**config.mk**
```make
export PLATFORM = sky130hd
export DESIGN_NAME = pin_entry_fsm
export DESIGN_NICKNAME = d
export VERILOG_FILES = /design/src/rtl/pin_pkg.sv /design/src/rtl/pin_lockout_timer.sv /design/src/rtl/pin_entry_fsm.sv
export SDC_FILE = /design/constraint.sdc
export NUM_CORES = 1
export LEC_CHECK = 0
export ABC_AREA = 1
export BUFFER_PORTS_ARGS = -buffer_cell sky130_fd_sc_hd__buf_2
export CORE_MARGIN = 2
export CORE_UTILIZATION = 35
export DETAILED_ROUTE_END_ITERATION = 10
export SLEW_MARGIN = 40
export SYNTH_ARGS = -nofsm -noshare
export SYNTH_HDL_FRONTEND = slang
export SYNTH_SLANG_ARGS = --single-unit
```
**constraint.sdc**
```tcl
create_clock -name clk -period 1.6 [get_ports clk]
set_clock_uncertainty 0.05 [all_clocks]
set_input_delay 0.08 -clock clk [delete_from_list [all_inputs] [get_ports clk]]
set_output_delay 0.08 -clock clk [all_outputs]
set_load 0.02 [all_outputs]
```
**src/rtl/pin_pkg.sv**
```systemverilog
// Shared key codes and FSM state encoding for the keypad PIN entry path.
package pin_pkg;
   localparam logic [3:0] KEY_MAX_DIGIT = 4'h9;
   localparam logic [3:0] KEY_CLEAR     = 4'hE;
   localparam logic [3:0] KEY_ENTER     = 4'hF;

   typedef enum logic [1:0] {
      COLLECT = 2'd0,
      REPORT  = 2'd1,
      LOCKOUT = 2'd2
   } state_t;
endpackage

```
**src/rtl/pin_lockout_timer.sv**
```systemverilog
// Load/expire down-counter that holds o_active for exactly LOCK_CYCLES cycles after a load.
module pin_lockout_timer #(
   parameter int LOCK_CYCLES = 1000
) (
   input  logic clk,
   input  logic reset,
   input  logic i_load,
   output logic o_active,
   output logic o_done
);
   localparam int            CW       = (LOCK_CYCLES > 1) ? $clog2(LOCK_CYCLES) : 1;
   localparam logic [CW-1:0] LOAD_VAL = CW'(LOCK_CYCLES - 1);

   logic [CW-1:0] r_cnt;
   logic          r_active;

   always_ff @(posedge clk or posedge reset) begin
      if (reset) begin
         r_cnt    <= '0;
         r_active <= 1'b0;
      end else if (i_load) begin
         r_cnt    <= LOAD_VAL;
         r_active <= 1'b1;
      end else if (r_active) begin
         if (r_cnt == '0)
            r_active <= 1'b0;
         else
            r_cnt <= r_cnt - CW'(1);
      end
   end

   assign o_active = r_active;
   assign o_done   = r_active && (r_cnt == '0);
endmodule

```
**src/rtl/pin_entry_fsm.sv**
```systemverilog
// Keypad PIN collector: buffers digits, checks on enter, drives the start/valid
// handshake for the authorization FSM and enforces lockout after repeated failures.
module pin_entry_fsm #(
   parameter int PIN_LEN     = 4,
   parameter int MAX_FAILS   = 3,
   parameter int LOCK_CYCLES = 1000
) (
   input  logic                           clk,
   input  logic                           reset,
   input  logic                           key_valid,
   input  logic [3:0]                     key_code,
   input  logic [4*PIN_LEN-1:0]           pin_code,
   output logic                           key_ready,
   output logic                           auth_start,
   output logic                           auth_valid,
   output logic                           locked,
   output logic [$clog2(MAX_FAILS+1)-1:0] fail_count,
   output logic [$clog2(PIN_LEN+1)-1:0]   digit_count
);
   import pin_pkg::*;

   localparam int BW = 4 * PIN_LEN;
   localparam int FW = $clog2(MAX_FAILS + 1);
   localparam int DW = $clog2(PIN_LEN + 1);

   state_t        r_state;
   logic [BW-1:0] r_buf;
   logic [DW-1:0] r_dcnt;
   logic          r_ovf;
   logic [FW-1:0] r_fail;
   logic [1:0]    r_rep_cnt;
   logic          r_auth_start;
   logic          r_auth_valid;

   logic w_match;
   logic w_lock_load;
   logic w_lock_active;
   logic w_lock_done;

   function automatic logic [BW-1:0] shift_in(input logic [BW-1:0] b, input logic [3:0] k);
      logic [BW-1:0] t;
      t      = b << 4;
      t[3:0] = k;
      return t;
   endfunction

   assign w_match = (r_dcnt == DW'(PIN_LEN)) && !r_ovf && (r_buf == pin_code);

   // Lockout begins on the last report cycle so locked rises exactly as REPORT ends.
   assign w_lock_load = (r_state == REPORT) && (r_rep_cnt == 2'd2) &&
                        (r_fail == FW'(MAX_FAILS));

   pin_lockout_timer #(.LOCK_CYCLES(LOCK_CYCLES)) u_lock_timer (
      .clk      (clk),
      .reset    (reset),
      .i_load   (w_lock_load),
      .o_active (w_lock_active),
      .o_done   (w_lock_done)
   );

   always_ff @(posedge clk or posedge reset) begin
      if (reset) begin
         r_state      <= COLLECT;
         r_buf        <= '0;
         r_dcnt       <= '0;
         r_ovf        <= 1'b0;
         r_fail       <= '0;
         r_rep_cnt    <= '0;
         r_auth_start <= 1'b0;
         r_auth_valid <= 1'b0;
      end else begin
         r_auth_start <= 1'b0;
         case (r_state)
            COLLECT: begin
               if (key_valid) begin
                  if (key_code <= KEY_MAX_DIGIT) begin
                     if (r_dcnt != DW'(PIN_LEN)) begin
                        r_buf  <= shift_in(r_buf, key_code);
                        r_dcnt <= r_dcnt + DW'(1);
                     end else begin
                        r_ovf <= 1'b1;
                     end
                  end else if (key_code == KEY_CLEAR) begin
                     r_buf  <= '0;
                     r_dcnt <= '0;
                     r_ovf  <= 1'b0;
                  end else if (key_code == KEY_ENTER) begin
                     r_buf        <= '0;
                     r_dcnt       <= '0;
                     r_ovf        <= 1'b0;
                     r_state      <= REPORT;
                     r_rep_cnt    <= '0;
                     r_auth_start <= 1'b1;
                     r_auth_valid <= w_match;
                     if (w_match)
                        r_fail <= '0;
                     else if (r_fail != FW'(MAX_FAILS))
                        r_fail <= r_fail + FW'(1);
                  end
               end
            end
            REPORT: begin
               if (r_rep_cnt == 2'd2) begin
                  r_auth_valid <= 1'b0;
                  r_state      <= (r_fail == FW'(MAX_FAILS)) ? LOCKOUT : COLLECT;
               end else begin
                  r_rep_cnt <= r_rep_cnt + 2'd1;
               end
            end
            LOCKOUT: begin
               if (w_lock_done) begin
                  r_fail  <= '0;
                  r_state <= COLLECT;
               end
            end
            default: r_state <= COLLECT;
         endcase
      end
   end

   assign key_ready   = (r_state == COLLECT);
   assign locked      = (r_state == LOCKOUT) && w_lock_active;
   assign auth_start  = r_auth_start;
   assign auth_valid  = r_auth_valid;
   assign fail_count  = r_fail;
   assign digit_count = r_dcnt;
endmodule

```
Yosys cells after proc, flatten, opt, wreduce, memory -nomap -nowiden. Index checks and enable logic that the tools add are counted.

$add $sub $neg: 4. $mul: 0. Div/mod/pow operators: 0. Order comparisons: 1. Eq/ne operators: 21. Shift-type cells: 0. Muxes and demuxes: 50. Bitwise logic cells: 0. Reductions and logical operators: 20.

Operator list (count): 16-bit 2-to-1 mux (4); 2-bit 2-to-1 mux (18); 10-bit 2-to-1 mux (3); 6-bit AND reduction (3); 1-bit 2-to-1 mux (17); 16-bit equality test (1); 3-bit 2-to-1 mux (4); 2-bit inequality test, second input constant (6); 10-bit logical NOT (1); 2-bit by 1-bit inequality test with 1-bit output, second input constant (5); 10-bit by 1-bit subtractor with 10-bit output, second input constant (1); 4-bit equality test, second input constant (2); 2-bit one-hot mux with 2 select lines (2); 4-bit AND reduction (2); 7-bit AND reduction (1); 2-bit equality test, second input constant (3); 1-bit logical AND (6); 2-bit one-hot mux with 3 select lines (1); 2-bit nonzero test (3); 2-bit by 1-bit adder with 2-bit output, second input constant (2); 4-bit <= comparator, second input constant (1); 3-bit by 1-bit adder with 3-bit output, second input constant (1); 3-bit equality test, second input constant (1); 3-bit by 1-bit inequality test with 1-bit output, second input constant (1); 7 further kinds (7).

Register bits: 39. Latch bits: 0. RAM bits: 0. ROM bits: 0. Bits of input ports: 23. Output and inout port bits: 9. Word-level logic and storage cells: 106. Memories: 0.

Longest topological paths before layout. Gate-level depths: netlist of run 1.

Depth in word-level cells: 9. Depth in mapped cells: 13. Mapped depth without buffers: 13.

Cells and area by module. From an unflattened synthesis of run 1, not the netlist that was laid out.

Cells, all modules: 305. Area, all modules: 2282.2 um^2.

By module, submodules not included: pin_entry_fsm (instances 1, cells each 209, area an instance 1577.8 um^2); pin_lockout_timer (instances 1, cells each 96, area an instance 704.4 um^2).

Least setup slack after synthesis of run 1. OpenSTA, ideal clock, no wires.

Path type: reg-to-reg. From: register r_dcnt[0] (netlist: digit_count[0]). To: register r_fail[0] (netlist: fail_count[0]). Data arrival time: 1.513 ns. Data required time: 1.433 ns. Setup slack: -0.080 ns. Stages on the path, launching flop included: 14. Clock period less this slack: 1.680 ns. Path through: dfrtp_1 inv_1 ha_1 nand2_1 nor2_1 nand3_1 nor2_1 nand3_1 nand2_1 nand2_1 nand2_1 nand2_1 nand2_1 nand2_1.

Longest elaborated chain between the ends: 9. Elaborated cells on any way between the ends: 11. Those cells by class: eq/ne: 2; mux: 6; reduce/logical: 3.

RTL lines: from (decl) (RTL line pin_entry_fsm.sv:28) `logic [DW-1:0] r_dcnt;`; from (signal assigned) (RTL line pin_entry_fsm.sv:79) `r_dcnt <= r_dcnt + DW'(1);`; 3-bit equality test (*) (RTL line pin_entry_fsm.sv:47) `assign w_match = (r_dcnt == DW'(PIN_LEN)) && !r_ovf && (r_buf == pin_code);`; 1-bit logical AND (*) (2 in a row) (RTL line pin_entry_fsm.sv:47); 2-bit 2-to-1 mux (RTL line pin_entry_fsm.sv:95) `if (w_match)`; 2-bit 2-to-1 mux (RTL line pin_entry_fsm.sv:87) `end else if (key_code == KEY_ENTER) begin`; 2-bit 2-to-1 mux (RTL line pin_entry_fsm.sv:83) `end else if (key_code == KEY_CLEAR) begin`; 2-bit 2-to-1 mux (RTL line pin_entry_fsm.sv:76) `if (key_code <= KEY_MAX_DIGIT) begin`; 2-bit 2-to-1 mux (RTL line pin_entry_fsm.sv:75) `if (key_valid) begin`; 2-bit one-hot mux with 2 select lines (RTL line pin_entry_fsm.sv:73) `case (r_state)`; to (signal assigned) (RTL line pin_entry_fsm.sv:98) `r_fail <= r_fail + FW'(1);`; to (decl) (RTL line pin_entry_fsm.sv:30) `logic [FW-1:0] r_fail;`.

Every way passes the cells marked *; elsewhere a longest branch is shown, timed or not. The select of a mux whose other input is x is not followed. A chain may end at the register's enable or synchronous reset.

Final worst setup path of run 1. Same ends and word-level chain as after synthesis.

==> reports/qor.yml, run 1 <==
n_antenna_cell: 0
dieArea_mm2: 0.006758
synthXorXnorAreaFrac_pct: 3.273
yosysUniqueCellTypes: 27
period_needed_ns: 1.598
cts_tree: "done"
crit_fanout: 3
path_class: "reg2reg"
worstHoldStart: "key_code[2]"
critPathTopFamily: "simple AND/OR/NAND/NOR gates"
slew_viol_final: 0
overflow: 0
p_switching_w: 0.001990
synthAdderAreaFrac_pct: 3.507
cpPeakStageDelay_ns: 0.42
r2r_slack_ns: 0.002
viasPerCell: 4.600
path_common_cell: "nand2_1"
worst_pin_slew_ns: 0.5068
avgSynthCellArea_um2: 7.842
pwr-share-clk_pct: 17.4
grt.total_usage_pct: 14.99
drtPass1Iterations: 6
gp_congestion: 0.7593
grt_max_degree: 40
slowest_stage: "dfrtp_2"
p_int_w: 0.002802
path_cells: "inv_2 -> ha_4 -> nand2_4 -> nor2_2 -> nand3_1 -> nor2_1 -> nand3_1 -> nand2_1 -> nand2_1 -> nand2_2 -> nand2_2 -> nand2_1 -> nand2_1"
min_to: "r_buf[2]"
r2r-end: "fail_count[0]"
nets: 360
drive_gt1_share_pct: 35.84
endpoint_kind: "flop"
power_w: 0.004792
max_freq_ghz: 0.6259
hold_path.class: "in2reg"
rows: 28
cts_buffers: 5
grt_pass1_vias: 1732
avgRoutedWirePerCell_um: 11.71
pwr-share-seq_pct: 34.8
ys_warn_count: 0
worst-path-buf-inv: 1
fin_crit_sh_pct: 99.86
die_y_um: 82.21
syn2layout_area_growth_pct: 29.34
core-area_mm2: 0.005921
fin_ws_ns: 0.002288
worstPathRequired_ns: 1.75
synth_fp_nets: 302
pre_cts_slack_ns: -0.06007
wirelength_um: 4768
initial_core_util_pct: 36.16
grt_pass1_wl_um: 7803
critPathArrivalTime_ns: 1.74
numClockSinks: 39
wl_met3_um: 180
drc: 0
met2_length_um: 2284
clockBufferDepth: 2
min_path_cells: 3
clk_latency_ns: 0.30
hpwl_um: 3347
final_cell_mix: "nand2_1, dfrtp_1, inv_1, buf_2, buf_4"
peakVddDrop_mv: 0.8151
syn_area_mm2: 0.002141
p_leak_nw: 1.485
root_buffer: "clkbuf_8"
slew-limit-headroom_pct: 66.22
antenna_left: 0
rsz0062_at_grt: "yes"
p_sw_share_pct: 41.53
setup_violations: 0
reg2reg_depth: 13
synthSimpleGateAreaFrac_pct: 26.71
met1Wirelength_um: 2262
syn_inst: 273
antenna_found_initial: 0
port_buffers: 31
combinationalPowerShare_pct: 47.8
vias: 1872
fp.dieW_um: 82.21
synth-seq-area-share_pct: 45.59
drtIter0Drc: 82
synth_top_family_by_area: "simple AND/OR/NAND/NOR gates"
synthMuxAreaShare_pct: 0
p_per_area_mw_per_mm2: 1731
htree_levels: 2
routed.top_layer: "met4"
pin_count: 32
cp-start-kind: "flop"
hold_violations: 0
synth_compound_area_share_pct: 11.40
synth_seq_cells: 39
status: "completed"
cts.clk_slew.worst_paths_ns: 0.09
r2r-start: "digit_count[0]"
final_common_cell: "nand2_1"
drv_cap: 0
-- synthesized netlist by cell type --
library cell	n	share of area [%]
o22ai_1	11	3.2
nand2_4	1	0.53
inv_2	15	2.6
xnor2_1	7	2.9
xor2_1	1	0.41
o31ai_1	2	0.70
o21ai_1	9	2.1
nand3_1	16	3.7
nor2_4	1	0.53
nand3b_1	1	0.35
nand2_2	5	1.5
dfrtp_1	39	46
nand4_1	1	0.29
ha_1	6	3.5
nor2_1	25	4.4
o21ai_0	10	2.3
or2_1	1	0.29
nand2_1	65	11
nor2_2	4	1.2
buf_4	1	0.35
inv_1	36	6.3
o21ai_2	2	0.82
nor2_8	2	1.9
nor3_1	3	0.70
a21oi_1	6	1.4
buf_2	1	0.23
a21oi_2	2	0.82
-- metrics by stage --
step,setup TNS [ns],instance area (µm²),util [%],cells,hold slack [ns]
after floorplan,0,2158,-,273,0.1769
after global placement,0,2462,41.59,386,0.1897
after detailed placement,-0.1172,2462,41.59,386,0.1924
after CTS,-0.05747,2628,44.38,399,0.03973
after global routing,-0.5787,2769,46.77,407,0.04649
final,0,2769,46.77,407,0.03284
-- layer usage --
layer  GRT usage, %  up-vias
met3          3.478        5
met5              0        -
met2          24.76       31
met4          4.167        0
met1          19.66      860
li1               -      976
-- logic make-up (layout without fill, tap and decap cells) --
logic type,count (synthesis),in the layout
simple gates,125,125
fa+ha+maj,6,6
flops,39,39
compound gates,42,42
buf+inv,53,112
xor+xnor,8,8
-- tightest hold or removal path: stages --
cell and delay [ns]:
buf_2 0.12, nand3_1 0.08, o21ai_0 0.06
-- registers in the layout, indices dropped and copies added, names as in the netlist --
register / cells
digit_count: 3
r_buf: 16
auth_valid: 1
r_state: 2
r_ovf: 1
u_lock_timer.o_active: 1
auth_start: 1
u_lock_timer.r_cnt: 10
r_rep_cnt: 2
fail_count: 2
-- power by group through the flow --
stage / Sequential, W / Combinational [W] / Clock, W
global placement: 0.00166 / 0.00190 / 0
floorplan: 0.00169 / 0.00141 / 0
finish: 0.00167 / 0.00229 / 0.000835
global route: 0.00171 / 0.00261 / 0.000896
CTS: 0.00165 / 0.00203 / 0.000859
detailed placement: 0.00166 / 0.00194 / 0
-- how the worst max path moves through the flow --
stage                        start            end  slack [ns]  cells past startpoint
floorplan           digit_count[0]  fail_count[0]       0.002                     13
detailed placement  digit_count[0]  fail_count[0]       -0.06                     13
CTS                 digit_count[0]  fail_count[0]       -0.04                     13
global placement    digit_count[0]  fail_count[1]        0.01                     13
finish              digit_count[0]  fail_count[0]       0.002                     13
global route        digit_count[0]  fail_count[0]       -0.16                     13
-- area by class of cell --
class,instances,area [µm²]
fill,588,3152
multi-input combinational,181,1067
sequential,39,978.4
timing repair buffer,53,322.8
inverter,51,193.9
tap,75,93.84
clock buffer,5,68.82
clock inverter,3,43.79
-- timing repair --
| item | in CTS | in global routing |
|---|---|---|
| endpoints found under the hold margin | 39 | 0 |
| hold buffers | 1 | 0 |
| setup endpoints to repair | 2 | 19 |
| pin swaps | 7 | 12 |
| setup buffers | 4 | 8 |
| cloned | 0 | 0 |
| resized for setup | 3 | 26 |
No activity file was read; power rests on OpenSTA's default activity.
==> run 2, diff against run 1 <==
Settings changed: CORE_MARGIN 2 to 4.
==> reports/qor.yml, run 2 (synthesis gave the netlist of run 1 again) <==
largest-register: "r_buf"
path_class: "reg2reg"
grt.total_usage_pct: 13.73
hpwl_um: 3366
setup_violations: 1
critPathArrivalTime_ns: 1.74
core-area_mm2: 0.005921
grt_pass1_wl_um: 8142
grt_pass1_vias: 1848
endpoint_kind: "flop"
clockBufferDepth: 2
period_needed_ns: 1.602
cts.clk_slew.worst_paths_ns: 0.08
slew_viol_final: 0
dpl.cell_count: 386
pin_count: 32
vias: 1825
syn2layout_area_growth_pct: 26.13
fp.dieW_um: 86.21
antenna_found_initial: 0
path_cells: "inv_2 -> ha_4 -> nand2_4 -> nor2_2 -> nand3_1 -> nor2_1 -> nand3_2 -> buf_4 -> nand2_2 -> nor2_1 -> nand3_1 -> nand2_1"
nets: 356
crit_fanout: 2
root_buffer: "clkbuf_8"
critPathLaunch: "digit_count[1]"
final_cell_mix: "nand2_1, dfrtp_1, inv_1"
die_y_um: 86.21
dieArea_mm2: 0.007432
drv_cap: 0
setup_tns_ns: -0.001762
cts_buffers: 5
drc: 0
p_per_area_mw_per_mm2: 1666
status: "finished with violations"
final_common_cell: "nand2_1"
initial_core_util_pct: 36.16
htree_levels: 2
timing.hold.ws_ns: 0.03711
clk_latency_ns: 0.29
fin_ws_ns: -0.001762
final_cells: 403
r2r-start: "digit_count[1]"
port_buffers: 31
wirelength_um: 4710
peakVddDrop_mv: 0.9274
slew-limit-headroom_pct: 66.58
slowest_stage: "dfrtp_2"
rsz0062_at_grt: "yes"
largest_register_ffs: 16
viasPerCell: 4.529
violations: "negative setup slack"
overflow: 0
worstHoldStart: "key_code[2]"
worstPathRequired_ns: 1.74
antenna_left: 0
drtPass1Iterations: 4
max_freq_ghz: 0.6243
grt_max_degree: 40
numClockSinks: 39
gp_congestion: 0.7809
worst_pin_slew_ns: 0.5013
n_antenna_cell: 0
hold_path.class: "in2reg"
hold_violations: 0
cpPeakStageDelay_ns: 0.42
rows: 28
drive_gt1_share_pct: 34.15
drtIter0Drc: 75
cts_tree: "done"
fin_crit_sh_pct: 100.1
power_w: 0.004497
p_leak_nw: 1.423
avgRoutedWirePerCell_um: 11.69
cp-start-kind: "flop"
final_core_util_pct: 45.60
[run 2: cell types whose count changed in the layout (fill, tap and decap cells not counted), sizes merged]
cell	change
buf	-4
clkbuf	+1
bufinv	-1
clkinv	-1
clkinvlp	+1
[run 2: layout make-up]
| class | instances | area (µm²) |
|---|---|---|
| clock buffer | 6 | 72.57 |
| multi-input combinational | 181 | 1059 |
| tap | 75 | 93.84 |
| fill | 597 | 3221 |
| clock inverter | 2 | 12.51 |
| timing repair buffer | 49 | 292.8 |
| inverter | 51 | 191.4 |
| sequential | 39 | 978.4 |
[run 2: final timing paths]
kind | endpoint | slack (ns) | depth (start not counted)
max reg2reg | fail_count[0] | -0.002 | 12
max in group asynchronous | digit_count[0] | 0.73 | 4
min in group asynchronous | r_buf[4] | 0.40 | 4
min reg2reg | r_rep_cnt[1] | 0.44 | 2
min | r_buf[2] | 0.04 | 3
max | fail_count[0] | -0.002 | 12
[run 2: repair_timing]
item	4_1_cts	5_1_grt
setup endpoints to repair	3	11
pin swaps	13	8
resized for setup	8	15
hold buffers	1	0
hold endpoints to repair	39	0
setup buffers	5	3
[run 2: critical path, delay by kind of cell, from the launching register on]
kind,cells,cell delay [ns]
buffers and inverters,2,0.24
and+or+nand+nor,9,0.65
DFF,1,0.42
adders and majority gates,1,0.15
[run 2: metrics by stage]
step	area, µm²	worst slack (ns)
2_1_floorplan	2158	0.002162
3_3_place_gp	2462	0.02285
3_5_place_dp	2462	-0.03770
4_1_cts	2623	0.001052
5_1_grt	2700	-0.1273
6_report	2700	-0.001762
[run 2: where the power goes]
part / total [W] / internal [W] / switching (W)
sequential: 0.00166 / 0.00137 / 0.000290
clock: 0.000660 / 0.000305 / 0.000355
combinational: 0.00218 / 0.000921 / 0.00125
total: 0.00450 / 0.00260 / 0.00190
[run 2: per-layer routing]
layer | share of wire [%] | GRT usage, % | vias to the layer above | wire length (µm)
li1 | - | - | 966 | -
met1 | 46 | 17.39 | 827 | 2160
met2 | 49 | 23.27 | 25 | 2301
met3 | 4.1 | 3.517 | 7 | 192
met4 | 1.2 | 3.824 | 0 | 56
met5 | 0 | 0 | - | 0
==> run 3, diff against run 2 <==
Settings changed: BUFFER_PORTS_ARGS -buffer_cell sky130_fd_sc_hd__buf_2 to -buffer_cell sky130_fd_sc_hd__buf_4.
==> reports/qor.yml, run 3 (synthesis gave the netlist of run 1 again) <==
cts.clk_slew.worst_paths_ns: 0.07
cts_tree: "done"
pin_count: 32
wirelength_um: 4792
viasPerCell: 4.636
initial_core_util_pct: 36.16
drtIter0Drc: 66
largest_register_ffs: 16
final_common_cell: "nand2_1"
endpoint_kind: "flop"
p_per_area_mw_per_mm2: 1667
syn2layout_area_growth_pct: 31.15
largest-register: "r_buf"
r2r-end: "fail_count[1]"
clk_latency_ns: 0.29
hpwl_um: 3483
dieArea_mm2: 0.007432
pwr-share-clk_pct: 15.6
postPlaceCellArea_mm2: 0.002540
peakVddDrop_mv: 0.7994
power_w: 0.004680
grtUsageMet3_pct: 3.897
clockBufferDepth: 2
worstHoldStart: "key_code[2]"
p_switching_w: 0.001948
grt-busiest-layer: "met2"
numClockSinks: 39
min_to: "r_buf[2]"
grt.total_usage_pct: 13.57
antenna_left: 0
cpPeakStageDelay_ns: 0.43
drtPass1Iterations: 4
grt_pass1_vias: 1806
path_cells: "nor2_2 -> nand3_1 -> nor2_2 -> nand2_2 -> o21ai_2 -> nand2_1 -> nor2_2 -> nand2_2 -> nand2_1 -> nand2_1"
cts_buffers: 5
violations: "negative setup slack"
reg2reg_depth: 10
port_buffers: 31
p_leak_nw: 1.474
slowest_stage: "dfrtp_1"
p_int_w: 0.002733
setup_violations: 3
rsz0062_at_grt: "yes"
antenna_found_initial: 0
worst-path-buf-inv: 0
max_freq_ghz: 0.6157
gp_congestion: 0.7940
worstPathRequired_ns: 1.74
crit_fanout: 4
grt_max_degree: 40
n_antenna_cell: 0
combinationalPowerShare_pct: 49.1
final_cell_mix: "nand2_1, buf_4, dfrtp_1"
htree_levels: 2
drive_gt1_share_pct: 34.04
critPathArrivalTime_ns: 1.76
slew-limit-headroom_pct: 67.21
use_met2_pct: 22.63
pwr-share-seq_pct: 35.3
vias: 1873
drc: 0
fin_crit_sh_pct: 101.5
hold_violations: 0
r2r_slack_ns: -0.02
min_path_cells: 3
path_class: "reg2reg"
p_sw_share_pct: 41.61
critPathTopFamily: "simple AND/OR/NAND/NOR gates"
fp.dieW_um: 86.21
cp-start-kind: "flop"
drv_cap: 0
avgRoutedWirePerCell_um: 11.86
grt_util_met1_pct: 17.19
root_buffer: "clkbuf_8"
period_needed_ns: 1.624
fin_ws_ns: -0.02428
slew_viol_final: 0
die_y_um: 86.21
setup_tns_ns: -0.05378
final_area_mm2: 0.002808
final_core_util_pct: 47.42
core-area_mm2: 0.005921
hold_path.class: "in2reg"
nets: 357
status: "finished with violations"
overflow: 0
worst_pin_slew_ns: 0.4918
grt_pass1_wl_um: 8038
r2r-start: "u_lock_timer.r_cnt[6]"
rows: 28
## run 3: cell types whose count changed in the layout (fill, tap and decap cells not counted), sizes merged
cell | previous run | this run
clkinvlp | 1 | 0
clkbuf | 6 | 8
buf | 48 | 49
clkinv | 1 | 0
## run 3: power groups by stage
stage | combinational (W) | sequential, W | clock [W]
3_5_place_dp | 0.00200 | 0.00166 | 0
3_3_place_gp | 0.00197 | 0.00165 | 0
6_report | 0.00230 | 0.00165 | 0.000730
4_1_cts | 0.00207 | 0.00164 | 0.000763
2_1_floorplan | 0.00141 | 0.00169 | 0
5_1_grt | 0.00260 | 0.00170 | 0.000811
## run 3: through the flow
step / setup WS (ns) / hold WS (ns) / instances
after floorplan: 0.002162 / 0.1769 / 273
after global routing: -0.2072 / 0.02349 / 404
after CTS: -0.001844 / 0.02461 / 398
after global placement: 0.02537 / 0.1953 / 386
after detailed placement: -0.03035 / 0.1988 / 386
final: -0.02428 / 0.03049 / 404
## run 3: area by class of cell
cell class                 count  area, µm²
sequential                    39      978.4
inverter                      51      193.9
clock buffer                   8      100.1
fill                         603       3113
timing repair buffer          50      377.9
multi-input combinational    181       1064
tap                           75      93.84
## run 3: worst max-delay path by stage
stage                    endpoint  slack (ns)             startpoint  cells after the start
floorplan           fail_count[0]       0.002         digit_count[0]                     13
global placement    fail_count[0]        0.03         digit_count[1]                     12
detailed placement  fail_count[1]       -0.03         digit_count[1]                     13
CTS                 fail_count[1]      -0.002         digit_count[1]                     12
global route        fail_count[0]       -0.21         digit_count[1]                     13
finish              fail_count[1]       -0.02  u_lock_timer.r_cnt[6]                     10
## run 3: repair_timing
item | CTS | global route
endpoints found under the hold margin | 39 | 0
pin swaps | 7 | 15
endpoints found under the setup margin | 2 | 11
buffers inserted | 3 | 6
gates resized for setup | 3 | 21
hold buffers | 1 | 0
## run 3: per-layer routing
| layer | vias up | part of all wire [%] | wire length (µm) |
|---|---|---|---|
| met5 | - | 0 | 0 |
| met4 | 0 | 1.1 | 51 |
| met3 | 5 | 4.9 | 234 |
| met2 | 31 | 50 | 2375 |
| met1 | 861 | 44 | 2131 |
| li1 | 976 | - | - |
## run 3: tightest hold or removal path, stage by stage
cell	delay [ns]
buf_4	0.10
nand3_1	0.08
o21ai_0	0.07
